<file path="src/rtl/tr_pkg.sv">
// Shared types and default timing constants for the tracking-regulator stepper sequencer.
package tr_pkg;

  typedef enum logic [1:0] {
    ZoneHold = 2'd0,
    ZoneSlow = 2'd1,
    ZoneFast = 2'd2
  } zone_t;

  typedef enum logic [1:0] {
    StIdle  = 2'd0,
    StSetup = 2'd1,
    StPulse = 2'd2,
    StGap   = 2'd3
  } state_t;

  localparam int unsigned DefaultDivFast  = 1000;
  localparam int unsigned DefaultDivSlow  = 10000;
  localparam int unsigned DefaultPulseW   = 50;
  localparam int unsigned DefaultDirSetup = 25;

endpackage

</file>
<file path="src/rtl/tr_zone_classifier.sv">
// Error magnitude/sign against the setpoint, classified into HOLD/SLOW/FAST zones and
// registered on each accepted ADC sample.
module tr_zone_classifier
  import tr_pkg::*;
#(
  parameter int unsigned XW = 12
) (
  input  logic          clk,
  input  logic          rst,
  input  logic          enable,
  input  logic          data_valid,
  input  logic [XW-1:0] x,
  input  logic [XW-1:0] x0,
  input  logic [XW-1:0] dx1,
  input  logic [XW-1:0] dx2,
  output zone_t         zone,
  output logic          req_dir
);

  logic signed [XW:0] err;
  logic        [XW:0] neg_err;
  logic      [XW-1:0] err_abs;
  zone_t              zone_d, zone_q;
  logic               req_dir_d, req_dir_q;

  always_comb begin
    err     = $signed({1'b0, x}) - $signed({1'b0, x0});
    neg_err = -err;
    // Magnitude never exceeds 2^XW-1, so dropping the top bit is lossless
    err_abs = err[XW] ? neg_err[XW-1:0] : err[XW-1:0];

    if (err_abs <= dx1) begin
      zone_d = ZoneHold;
    end else if (err_abs <= dx2) begin
      zone_d = ZoneSlow;
    end else begin
      zone_d = ZoneFast;
    end
    req_dir_d = !err[XW] && (err != '0);
  end

  always_ff @(posedge clk) begin
    if (rst) begin
      zone_q    <= ZoneHold;
      req_dir_q <= 1'b0;
    end else if (data_valid && enable) begin
      zone_q    <= zone_d;
      req_dir_q <= req_dir_d;
    end
  end

  assign zone    = zone_q;
  assign req_dir = req_dir_q;

endmodule

</file>
<file path="src/rtl/tr_step_sequencer.sv">
// Stepper-drive sequencer: turns the registered error zone into timed step pulses with
// direction setup, driver enable and a signed step position count.
module tr_step_sequencer
  import tr_pkg::*;
#(
  parameter int unsigned XW        = 12,
  parameter int unsigned DIV_FAST  = DefaultDivFast,
  parameter int unsigned DIV_SLOW  = DefaultDivSlow,
  parameter int unsigned PULSE_W   = DefaultPulseW,
  parameter int unsigned DIR_SETUP = DefaultDirSetup,
  parameter int unsigned PW        = 16
) (
  input  logic          clk,
  input  logic          rst,
  input  logic          enable,
  input  logic          data_valid,
  input  logic [XW-1:0] x,
  input  logic [XW-1:0] x0,
  input  logic [XW-1:0] dx1,
  input  logic [XW-1:0] dx2,
  output logic          drv_SM,
  output logic          drv_step,
  output logic          drv_dir,
  output logic          busy,
  output logic [PW-1:0] pos_cnt
);

  localparam int unsigned CW = $clog2(DIV_SLOW);

  typedef logic [CW-1:0] cnt_t;
  typedef logic [PW-1:0] pos_t;

  // Counter runs from the pulse rising edge; GAP ends two short of the period so the
  // single IDLE decision cycle lands the next rising edge exactly one period later.
  localparam cnt_t SetupLast = cnt_t'(DIR_SETUP - 1);
  localparam cnt_t PulseLast = cnt_t'(PULSE_W - 1);
  localparam cnt_t FastLast  = cnt_t'(DIV_FAST - 2);
  localparam cnt_t SlowLast  = cnt_t'(DIV_SLOW - 2);

  zone_t  zone;
  logic   req_dir;

  state_t state_d, state_q;
  cnt_t   cnt_d, cnt_q;
  cnt_t   gap_last_d, gap_last_q;
  logic   dir_d, dir_q;
  logic   sm_d, sm_q;
  pos_t   pos_d, pos_q;
  pos_t   pos_step;

  tr_zone_classifier #(
    .XW(XW)
  ) u_classifier (
    .clk       (clk),
    .rst       (rst),
    .enable    (enable),
    .data_valid(data_valid),
    .x         (x),
    .x0        (x0),
    .dx1       (dx1),
    .dx2       (dx2),
    .zone      (zone),
    .req_dir   (req_dir)
  );

  always_comb begin
    state_d    = state_q;
    cnt_d      = cnt_q + cnt_t'(1);
    gap_last_d = gap_last_q;
    dir_d      = dir_q;
    pos_d      = pos_q;
    pos_step   = dir_d ? pos_q + pos_t'(1) : pos_q - pos_t'(1);

    unique case (state_q)
      StIdle: begin
        cnt_d = '0;
        if (enable && (zone != ZoneHold)) begin
          gap_last_d = (zone == ZoneFast) ? FastLast : SlowLast;
          if (req_dir != dir_q) begin
            dir_d   = req_dir;
            state_d = StSetup;
          end else begin
            state_d = StPulse;
            pos_d   = pos_step;
          end
        end
      end
      StSetup: begin
        if (cnt_q == SetupLast) begin
          cnt_d   = '0;
          state_d = StPulse;
          pos_d   = pos_step;
        end
      end
      StPulse: begin
        if (cnt_q == PulseLast) begin
          state_d = StGap;
        end
      end
      StGap: begin
        if (cnt_q == gap_last_q) begin
          state_d = StIdle;
        end
      end
      default: state_d = StIdle;
    endcase

    // Driver enable may only drop while idle so a step in flight is never cut off
    sm_d = enable || (sm_q && (state_q != StIdle));
  end

  always_ff @(posedge clk) begin
    if (rst) begin
      state_q    <= StIdle;
      cnt_q      <= '0;
      gap_last_q <= '0;
      dir_q      <= 1'b0;
      sm_q       <= 1'b0;
      pos_q      <= '0;
    end else begin
      state_q    <= state_d;
      cnt_q      <= cnt_d;
      gap_last_q <= gap_last_d;
      dir_q      <= dir_d;
      sm_q       <= sm_d;
      pos_q      <= pos_d;
    end
  end

  assign drv_step = (state_q == StPulse);
  assign busy     = (state_q != StIdle);
  assign drv_dir  = dir_q;
  assign drv_SM   = sm_q;
  assign pos_cnt  = pos_q;

endmodule
</file>
<file path="config.mk">
export PLATFORM = sky130hd
export DESIGN_NAME = tr_step_sequencer
export DESIGN_NICKNAME = d
export VERILOG_FILES = /design/src/rtl/tr_pkg.sv /design/src/rtl/tr_zone_classifier.sv /design/src/rtl/tr_step_sequencer.sv
export SDC_FILE = /design/constraint.sdc
export NUM_CORES = 1
export LEC_CHECK = 0
export CORE_MARGIN = 5
export CORE_UTILIZATION = 67
export CTS_BUF_LIST = sky130_fd_sc_hd__clkbuf_4 sky130_fd_sc_hd__clkbuf_8
export DETAILED_ROUTE_END_ITERATION = 6
export DONT_BUFFER_PORTS = 1
export GPL_TIMING_DRIVEN = 0
export PLACE_DENSITY = 0.83
export REMOVE_ABC_BUFFERS = 1
export SETUP_SLACK_MARGIN = 0.3
export SYNTH_ARGS = -nofsm -noshare
export SYNTH_HDL_FRONTEND = slang
export SYNTH_SLANG_ARGS = --single-unit
</file>
<file path="constraint.sdc">
create_clock -name clk -period 5.5 [get_ports clk]
set_input_delay 1.1 -clock clk [delete_from_list [all_inputs] [get_ports clk]]
set_output_delay 1.1 -clock clk [all_outputs]
set_load 0.1 [all_outputs]
</file>
==> flow_summary.ini, run 1 <==
[logic_synthesis]
yosysSeqAreaShare = 0.205
synthTopCellsByCount = ha_1 (58), nor2_1 (50), inv_1 (46), dfxtp_1 (40)
synthCells = 504
synth_seq_cells = 40
syn-cell-area_mm2 = 0.00391
synth_cell_types = 59
syn_avg_cell_area_um2 = 7.76
netlist.area_leader.share = 0.205
synth_top_flop_cell = dfxtp_1
yosysWarnings = 0
synth_top_cell_by_area = dfxtp_1
yosysMostFrequentCell = ha_1
synth_edf_count = 0
synth_area_leaders = dfxtp_1 (20%), ha_1 (19%), nor2_1 (4.8%)
synth-async-reset-ratio = 0

[clock_tree]
cts_tree = done
cts-root-buf = clkbuf_8
clock_latency_ns = 0.29
cts_made_buffers = 5
clk_path_buf_depth = 2
postCtsHoldBufs = 0
cts.sinks = 40
cts_resized = 0
cts_setup_buffers = 0
htreeDepth = 2
clkTransAtPathRegs_ns = 0.08

[cells_and_area]
design_area_mm2 = 0.00407
diodes = 0
utilization = 0.729
area_growth_pct = 4.00
finalNetCount = 609
drive_gt1_frac = 0.0361

[critical_path]
path_cells = inv_1 -> ha_1 -> fa_1 -> nand2b_1 -> a21oi_1 -> or4b_1 -> nand3_1 -> nor4b_4 -> a41oi_1 -> xnor2_1 -> ha_1 -> nand4_1 -> or2_2 -> a311oi_1 -> a21bo_2 -> a21oi_1
cpMaxStageDelayCell = fa_1
cp-end-kind = flip-flop
slowest_delay_ns = 0.40
critPathLaunchType = primary input
cp_data_arrival_time_ns = 4.79
path_class = primary input to flip-flop
critPathTopFamily = simple AND/OR/NAND/NOR gates
crit_buf_inv = 1
cp_max_fo = 4
worstPathRequired_ns = 5.72

[sta]
layout_setup_ws_ns = 0.932
rsz0062_at_grt = false
slew_headroom = 0.258
fin_setup_tns_ns = 0
setup_viol = 0
fin_crit_ns = 4.57
timing.final.crit_share = 0.831
finalClockSkew_ns = 0.00878
tightest_slew_ns = 1.11
drv_slew = 0
fmax_mhz = 219
finalHoldViolations = 0

[global_routing]
antenna_found_initial = 0
grt_pass1_vias = 3443
overflow = 0
grt_pass1_wl_um = 15000
grt_max_degree = 28
grt_usage = 0.240

[place]
placed_area_mm2 = 0.00394
dp_slack_ns = 0.653
dp_hpwl_um = 6950
routabilityCongestion = 0.837
port_buffers = 0

[floorplan]
core_mm2 = 0.00557
initial_core_util = 0.701
num_io_pins = 72
die_area_mm2 = 0.00746
rows = 27
die_h_um = 86.4
die_x_um = 86.4

[route]
finalWirelength_um = 8840
drt_iter0_drc = 150
firstDrtPassIters = 4
viasPerCell = 6.23
drtAntennaViolNets = 0
drc = 0
vias = 3552
wl_per_cell_um = 15.5

[power_and_ir_drop]
power.leakage_nw = 1.78
ir_drop_v = 0.000408
power_density_mw_per_mm2 = 498
finalPower_mw = 2.02

[flow_run]
cap_violations = 0

[worst_hold_path]
holdCritPathClass = flip-flop to flip-flop

[outcome]
status = finished clean
[logic make-up (layout without fill, tap and decap cells)]
logic type	after synthesis	after routing	synth area share
compound gates	130	130	0.221
simple gates	173	173	0.226
xor+xnor	34	34	0.0762
fa+ha+maj	60	60	0.196
flops	40	40	0.205
mux	7	7	0.0182
buf+inv	60	54	0.0583
[metal layers]
| layer | share of wire | vias up | global-route usage |
|---|---|---|---|
| met5 | 0 | - | 0 |
| met4 | 0.015 | 0 | 0.0538 |
| met3 | 0.055 | 13 | 0.0504 |
| met2 | 0.48 | 99 | 0.420 |
| met1 | 0.45 | 1638 | 0.302 |
| li1 | - | 1802 | - |
[layout by cell type (no fill, tap or decap), types with 3 or more instances in the layout]
master    instances
ha_1             58
nor2_1           50
inv_1            46
dfxtp_1          40
nand2_1          37
a21oi_1          37
o21ai_0          22
xor2_1           21
nand3_1          16
xnor2_1          13
a21o_1           12
o21a_1           11
nor3_1           11
nand4_1          11
a31oi_1           8
nor4_1            7
nand2b_1          7
mux2i_1           6
clkbuf_8          6
o31ai_1           5
and4_1            5
nor2b_1           5
and2_1            4
or2_2             4
a211oi_1          4
o211ai_1          3
o21bai_1          3
nor3b_1           3
[area by class of cell]
class,instances,area (um2)
clock buffer,6,82.6
tap,72,90.1
clock inverter,2,38.8
fill,464,1510
inverter,46,173
multi-input combinational,404,2880
sequential,40,801
[stage by stage]
stage,hold WS [ns],cells
floorplan,0.456,490
global placement,0.488,562
detailed placement,0.504,562
CTS,0.520,570
global route,0.553,570
finish,0.522,570
[where the power goes]
part / switching (mW) / internal (mW) / leakage [nW] / total (mW)
sequential: 0.347 / 0.340 / 0.324 / 0.687
clock: 0.107 / 0.148 / 0.0614 / 0.256
combinational: 0.631 / 0.449 / 1.40 / 1.08
[registers in the layout, indices dropped and copies added (netlist names)]
register / count
gap_last_q: 3
drv_dir: 1
drv_SM: 1
state_q: 2
pos_cnt: 16
u_classifier.req_dir: 1
cnt_q: 14
u_classifier.zone: 2
[worst paths after layout]
kind / startpoint / endpoint / slack, ns / depth (start not counted)
max reg2reg: drv_dir / pos_cnt[15] / 1.37 / 9
min reg2reg: u_classifier.zone[0] / u_classifier.zone[0] / 0.52 / 2
max: x[0] / u_classifier.zone[0] / 0.93 / 16
min: u_classifier.zone[0] / u_classifier.zone[0] / 0.52 / 2
[tightest hold or removal path: stages (launching register included)]
cell     delay, ns
dfxtp_1       0.36
nand2_1       0.07
a21oi_1       0.06
Note: power is estimated with default switching activity, not from simulation.
==> run 2: changes to the inputs <==
--- a/config.mk
+++ b/config.mk
@@ -6,12 +6,12 @@
 export NUM_CORES = 1
 export LEC_CHECK = 0
 export CORE_MARGIN = 5
-export CORE_UTILIZATION = 67
+export CORE_UTILIZATION = 60
 export CTS_BUF_LIST = sky130_fd_sc_hd__clkbuf_4 sky130_fd_sc_hd__clkbuf_8
 export DETAILED_ROUTE_END_ITERATION = 6
 export DONT_BUFFER_PORTS = 1
 export GPL_TIMING_DRIVEN = 0
-export PLACE_DENSITY = 0.83
+export PLACE_DENSITY = 0.79
 export REMOVE_ABC_BUFFERS = 1
 export SETUP_SLACK_MARGIN = 0.3
 export SYNTH_ARGS = -nofsm -noshare
==> constraint.sdc (replaced) <==
create_clock -name clk -period 3.9 [get_ports clk]
set_input_delay 0.78 -clock clk [delete_from_list [all_inputs] [get_ports clk]]
set_output_delay 0.78 -clock clk [all_outputs]
set_load 0.1 [all_outputs]
==> flow_summary.ini, run 2 (synthesis gave the netlist of run 1 again) <==
[outcome]
status = finished with violations
violations = negative setup slack

[cells_and_area]
finalNetCount = 623
layout_commonest_cell = ha_1
layout.cells.non_filler = 589
drive_gt1_frac = 0.135
diodes = 0
layout_common_cells = ha_1 (52), nor2_1 (50), inv_1 (40)
area_growth_pct = 13.0
utilization = 0.695
largest_register_ffs = 16

[route]
finalWirelength_um = 9780
vias = 3694
drtAntennaViolNets = 0
drt_iter0_drc = 153
viasPerCell = 6.27
drc = 0
firstDrtPassIters = 4
wl_per_cell_um = 16.6

[power_and_ir_drop]
power_density_mw_per_mm2 = 660
share_seq_of_total_power = 0.332
ir_drop_v = 0.000750
swShare = 0.533
clkPwrFrac = 0.116
combPwrFrac = 0.552
p_switching_mw = 1.55
power.leakage_nw = 1.88
power.internal_mw = 1.36

[critical_path]
path_class = primary input to flip-flop
cp_max_fo = 4
cp-end-kind = flip-flop
critPathLaunchType = primary input
cp_data_arrival_time_ns = 4.19
worstPathRequired_ns = 4.12
r2r_slack_ns = 0.53

[global_routing]
grt_max_degree = 28
grt_pass1_wl_um = 15500
antenna_found_initial = 0
grt_pass1_vias = 3493
overflow = 0
grt_usage = 0.218

[sta]
timing.final.crit_share = 1.02
slew_headroom = 0.262
finalHoldViolations = 0
rsz0062_at_grt = true
tightest_slew_ns = 1.11
finalClockSkew_ns = 0.0108
drv_slew = 0
fin_crit_ns = 3.98
setup_viol = 2
layout_setup_ws_ns = -0.0765
whs_ns = 0.522
fmax_mhz = 251

[floorplan]
rows = 29
die_x_um = 90.7
die_h_um = 90.7
num_io_pins = 72
core_mm2 = 0.00635
die_area_mm2 = 0.00823
initial_core_util = 0.616

[place]
placed_cells = 567
dp_hpwl_um = 6840
routabilityCongestion = 0.857
port_buffers = 0

[clock_tree]
clkTransAtPathRegs_ns = 0.07
clk_path_buf_depth = 2
cts.sinks = 40
postCtsHoldBufs = 0
cts_made_buffers = 5
clock_latency_ns = 0.29
cts-root-buf = clkbuf_8
cts_tree = done
htreeDepth = 2

[worst_hold_path]
holdCritPathClass = flip-flop to flip-flop

[flow_run]
cap_violations = 0
[run 2: cell types whose count changed in the layout (fill, tap and decap cells not counted), sizes merged]
cell	change
buf	+14
clkinvlp	+1
inv	-1
[run 2: worst max-delay path, stage by stage]
cell and delay, ns:
inv_6 0.01, ha_4 0.23, nand2b_4 0.08, a21oi_4 0.06, or4_4 0.55, a211o_1 0.32
nor4b_4 0.41, a41oi_2 0.21, xnor2_2 0.19, ha_1 0.31, nand4_1 0.12, buf_4 0.17
nor2_1 0.08, o21ai_1 0.09, a311oi_2 0.22, a21bo_2 0.26, a21oi_2 0.10
[run 2: final cells by class]
type,count,area [um2]
clock inverter,2,35.0
multi-input combinational,404,3100
tap,77,96.3
fill,471,1930
clock buffer,6,76.3
sequential,40,802
inverter,46,201
timing repair buffer,14,105
[run 2: routing by layer]
layer / global-route usage / routed length (um)
met1: 0.267 / 4220
met2: 0.360 / 4680
met3: 0.0550 / 569
met4: 0.0943 / 313
met5: 0 / 0
[run 2: final timing paths]
path         startpoint              endpoint  cells past startpoint
max               x0[1]  u_classifier.zone[0]                     17
min            cnt_q[0]              cnt_q[0]                      1
max reg2reg     drv_dir           pos_cnt[15]                     10
min reg2reg    cnt_q[0]              cnt_q[0]                      1
[run 2: through the flow]
| stage | worst slack (ns) | TNS, ns | total power, mW | area (um2) |
|---|---|---|---|---|
| after floorplan | -0.223 | -0.303 | 2.19 | 3850 |
| after global placement | -0.513 | -0.957 | 2.41 | 3950 |
| after detailed placement | -0.606 | -1.22 | 2.46 | 3950 |
| after CTS | -0.0649 | -0.0881 | 2.86 | 4300 |
| after global routing | -0.344 | -0.686 | 3.13 | 4420 |
| final | -0.0765 | -0.111 | 2.91 | 4420 |
[run 2: power by group through the flow]
stage | Sequential, mW | Combinational, mW | Clock, mW
floorplan | 0.954 | 1.24 | 0
global placement | 0.975 | 1.43 | 0
detailed placement | 0.977 | 1.49 | 0
CTS | 0.968 | 1.55 | 0.349
global route | 0.977 | 1.80 | 0.356
finish | 0.967 | 1.61 | 0.339
[run 2: timing repair]
item,in CTS,in global routing
pin swaps,20,11
cloned,0,0
buffers inserted,8,6
gates resized for setup,39,14
endpoints found under the hold margin,0,0
endpoints found under the setup margin,8,3
==> run 3: changes to the inputs <==
--- a/config.mk
+++ b/config.mk
@@ -6,14 +6,16 @@
 export NUM_CORES = 1
 export LEC_CHECK = 0
 export CORE_MARGIN = 5
-export CORE_UTILIZATION = 60
+export CORE_UTILIZATION = 67
 export CTS_BUF_LIST = sky130_fd_sc_hd__clkbuf_4 sky130_fd_sc_hd__clkbuf_8
 export DETAILED_ROUTE_END_ITERATION = 6
 export DONT_BUFFER_PORTS = 1
 export GPL_TIMING_DRIVEN = 0
-export PLACE_DENSITY = 0.79
+export HOLD_SLACK_MARGIN = 0.1
+export PLACE_DENSITY = 0.83
 export REMOVE_ABC_BUFFERS = 1
 export SETUP_SLACK_MARGIN = 0.3
 export SYNTH_ARGS = -nofsm -noshare
 export SYNTH_HDL_FRONTEND = slang
 export SYNTH_SLANG_ARGS = --single-unit
+export TNS_END_PERCENT = 50
==> constraint.sdc (replaced) <==
create_clock -name clk -period 4.25 [get_ports clk]
set_input_delay 0.85 -clock clk [delete_from_list [all_inputs] [get_ports clk]]
set_output_delay 0.85 -clock clk [all_outputs]
set_load 0.1 [all_outputs]
==> flow_summary.ini, run 3 (synthesis gave the netlist of run 1 again) <==
[clock_tree]
cts_tree = done
cts_made_buffers = 5
clock_latency_ns = 0.29
postCtsHoldBufs = 0
cts-root-buf = clkbuf_8
cts.sinks = 40
clk_path_buf_depth = 2
htreeDepth = 2
clkTransAtPathRegs_ns = 0.08

[power_and_ir_drop]
share_seq_of_total_power = 0.329
combPwrFrac = 0.548
swShare = 0.536
ir_drop_v = 0.000533
finalPower_mw = 2.70
power.leakage_nw = 1.86
clkPwrFrac = 0.124
power.internal_mw = 1.25
power_density_mw_per_mm2 = 624
p_switching_mw = 1.45

[floorplan]
initial_core_util = 0.701
rows = 27
num_io_pins = 72
core_mm2 = 0.00557
die_h_um = 86.4
die_area_mm2 = 0.00746
die_x_um = 86.4

[global_routing]
use_met3 = 0.0532
grt_pass1_wl_um = 15600
antenna_found_initial = 0
grt_pass1_vias = 3551
overflow = 0
grtUsageMet2 = 0.438
grt_max_degree = 28
met1_usage = 0.310
grt_busiest_layer = met2
grt_usage = 0.249

[sta]
finalHoldViolations = 0
fin_crit_ns = 4.05
fmax_mhz = 247
fin_setup_tns_ns = 0
tightest_slew_ns = 1.11
layout_setup_ws_ns = 0.195
slew_headroom = 0.256
rsz0062_at_grt = true
timing.final.crit_share = 0.954
setup_viol = 0
finalClockSkew_ns = 0.00539
drv_slew = 0

[place]
routabilityCongestion = 0.837
dp_slack_ns = -0.347
placed_area_mm2 = 0.00394
port_buffers = 0
dp_hpwl_um = 6950

[cells_and_area]
largest_register_ffs = 16
finalNetCount = 620
layout_common_cells = ha_1 (53), nor2_1 (49), inv_1 (43)
layout_commonest_cell = ha_1
diodes = 0
utilization = 0.776
area_growth_pct = 10.7
drive_gt1_frac = 0.114
design_area_mm2 = 0.00433

[route]
viasPerCell = 6.45
drc = 0
vias = 3745
drtAntennaViolNets = 0
wl_per_cell_um = 17.1
firstDrtPassIters = 5
drt_iter0_drc = 128
finalWirelength_um = 9920

[critical_path]
worstPathRequired_ns = 4.48
cp_max_fo = 12
cp-end-kind = flip-flop
rr_worst_depth = 9
critPathLaunchType = primary input
path_class = primary input to flip-flop
cp_data_arrival_time_ns = 4.28

[worst_hold_path]
holdCritPathClass = flip-flop to flip-flop
hold_depth = 1

[outcome]
status = finished clean

[flow_run]
cap_violations = 0
[run 3: cell type report]
cell class / count / area, um2
multi-input cells: 404 / 3060
inverters: 46 / 173
flip-flops and latches: 40 / 802
well taps: 72 / 90.1
clock inverters: 2 / 38.8
repair buffers: 11 / 82.6
fillers: 389 / 1250
clock buffers: 6 / 82.6
[run 3: what timing repair did]
action	in CTS	in global routing
gates resized for setup	18	18
endpoints found under the setup margin	3	2
pin swaps	10	18
setup buffers	3	8
[run 3: per-layer routing]
layer	part of all wire	up-vias
li1	-	1821
met1	0.42	1750
met2	0.49	146
met3	0.065	28
met4	0.033	0
met5	0	-
[run 3: power by group through the flow]
stage	registers (mW)	logic, mW	clock network, mW
2_1_floorplan	0.875	1.14	0
3_3_place_gp	0.896	1.31	0
3_5_place_dp	0.898	1.37	0
4_1_cts	0.891	1.41	0.332
5_1_grt	0.901	1.64	0.350
6_report	0.889	1.48	0.334
[run 3: worst max-delay path, cell delays in order]
cell	delay (ns)
inv_1	0.02
ha_1	0.24
or3_4	0.41
or2_0	0.23
o22ai_2	0.20
o21ai_1	0.14
o22a_2	0.30
buf_4	0.17
a21oi_1	0.22
ha_1	0.28
nor2b_1	0.16
o21a_1	0.19
o21a_1	0.17
o21ai_0	0.18
o211ai_1	0.15
a21bo_2	0.24
a21oi_2	0.13
[run 3: path summary, 6_finish.rpt]
| check | to | start | slack, ns |
|---|---|---|---|
| max | u_classifier.zone[0] | x0[5] | 0.20 |
| min | cnt_q[0] | cnt_q[0] | 0.52 |
| max reg2reg | pos_cnt[15] | drv_dir | 0.63 |
| min reg2reg | cnt_q[0] | cnt_q[0] | 0.52 |
[run 3: through the flow]
stage | cells | hold slack [ns]
after global placement | 562 | 0.488
after detailed placement | 562 | 0.504
final | 581 | 0.524
after CTS | 573 | 0.520
after floorplan | 490 | 0.456
after global routing | 581 | 0.555
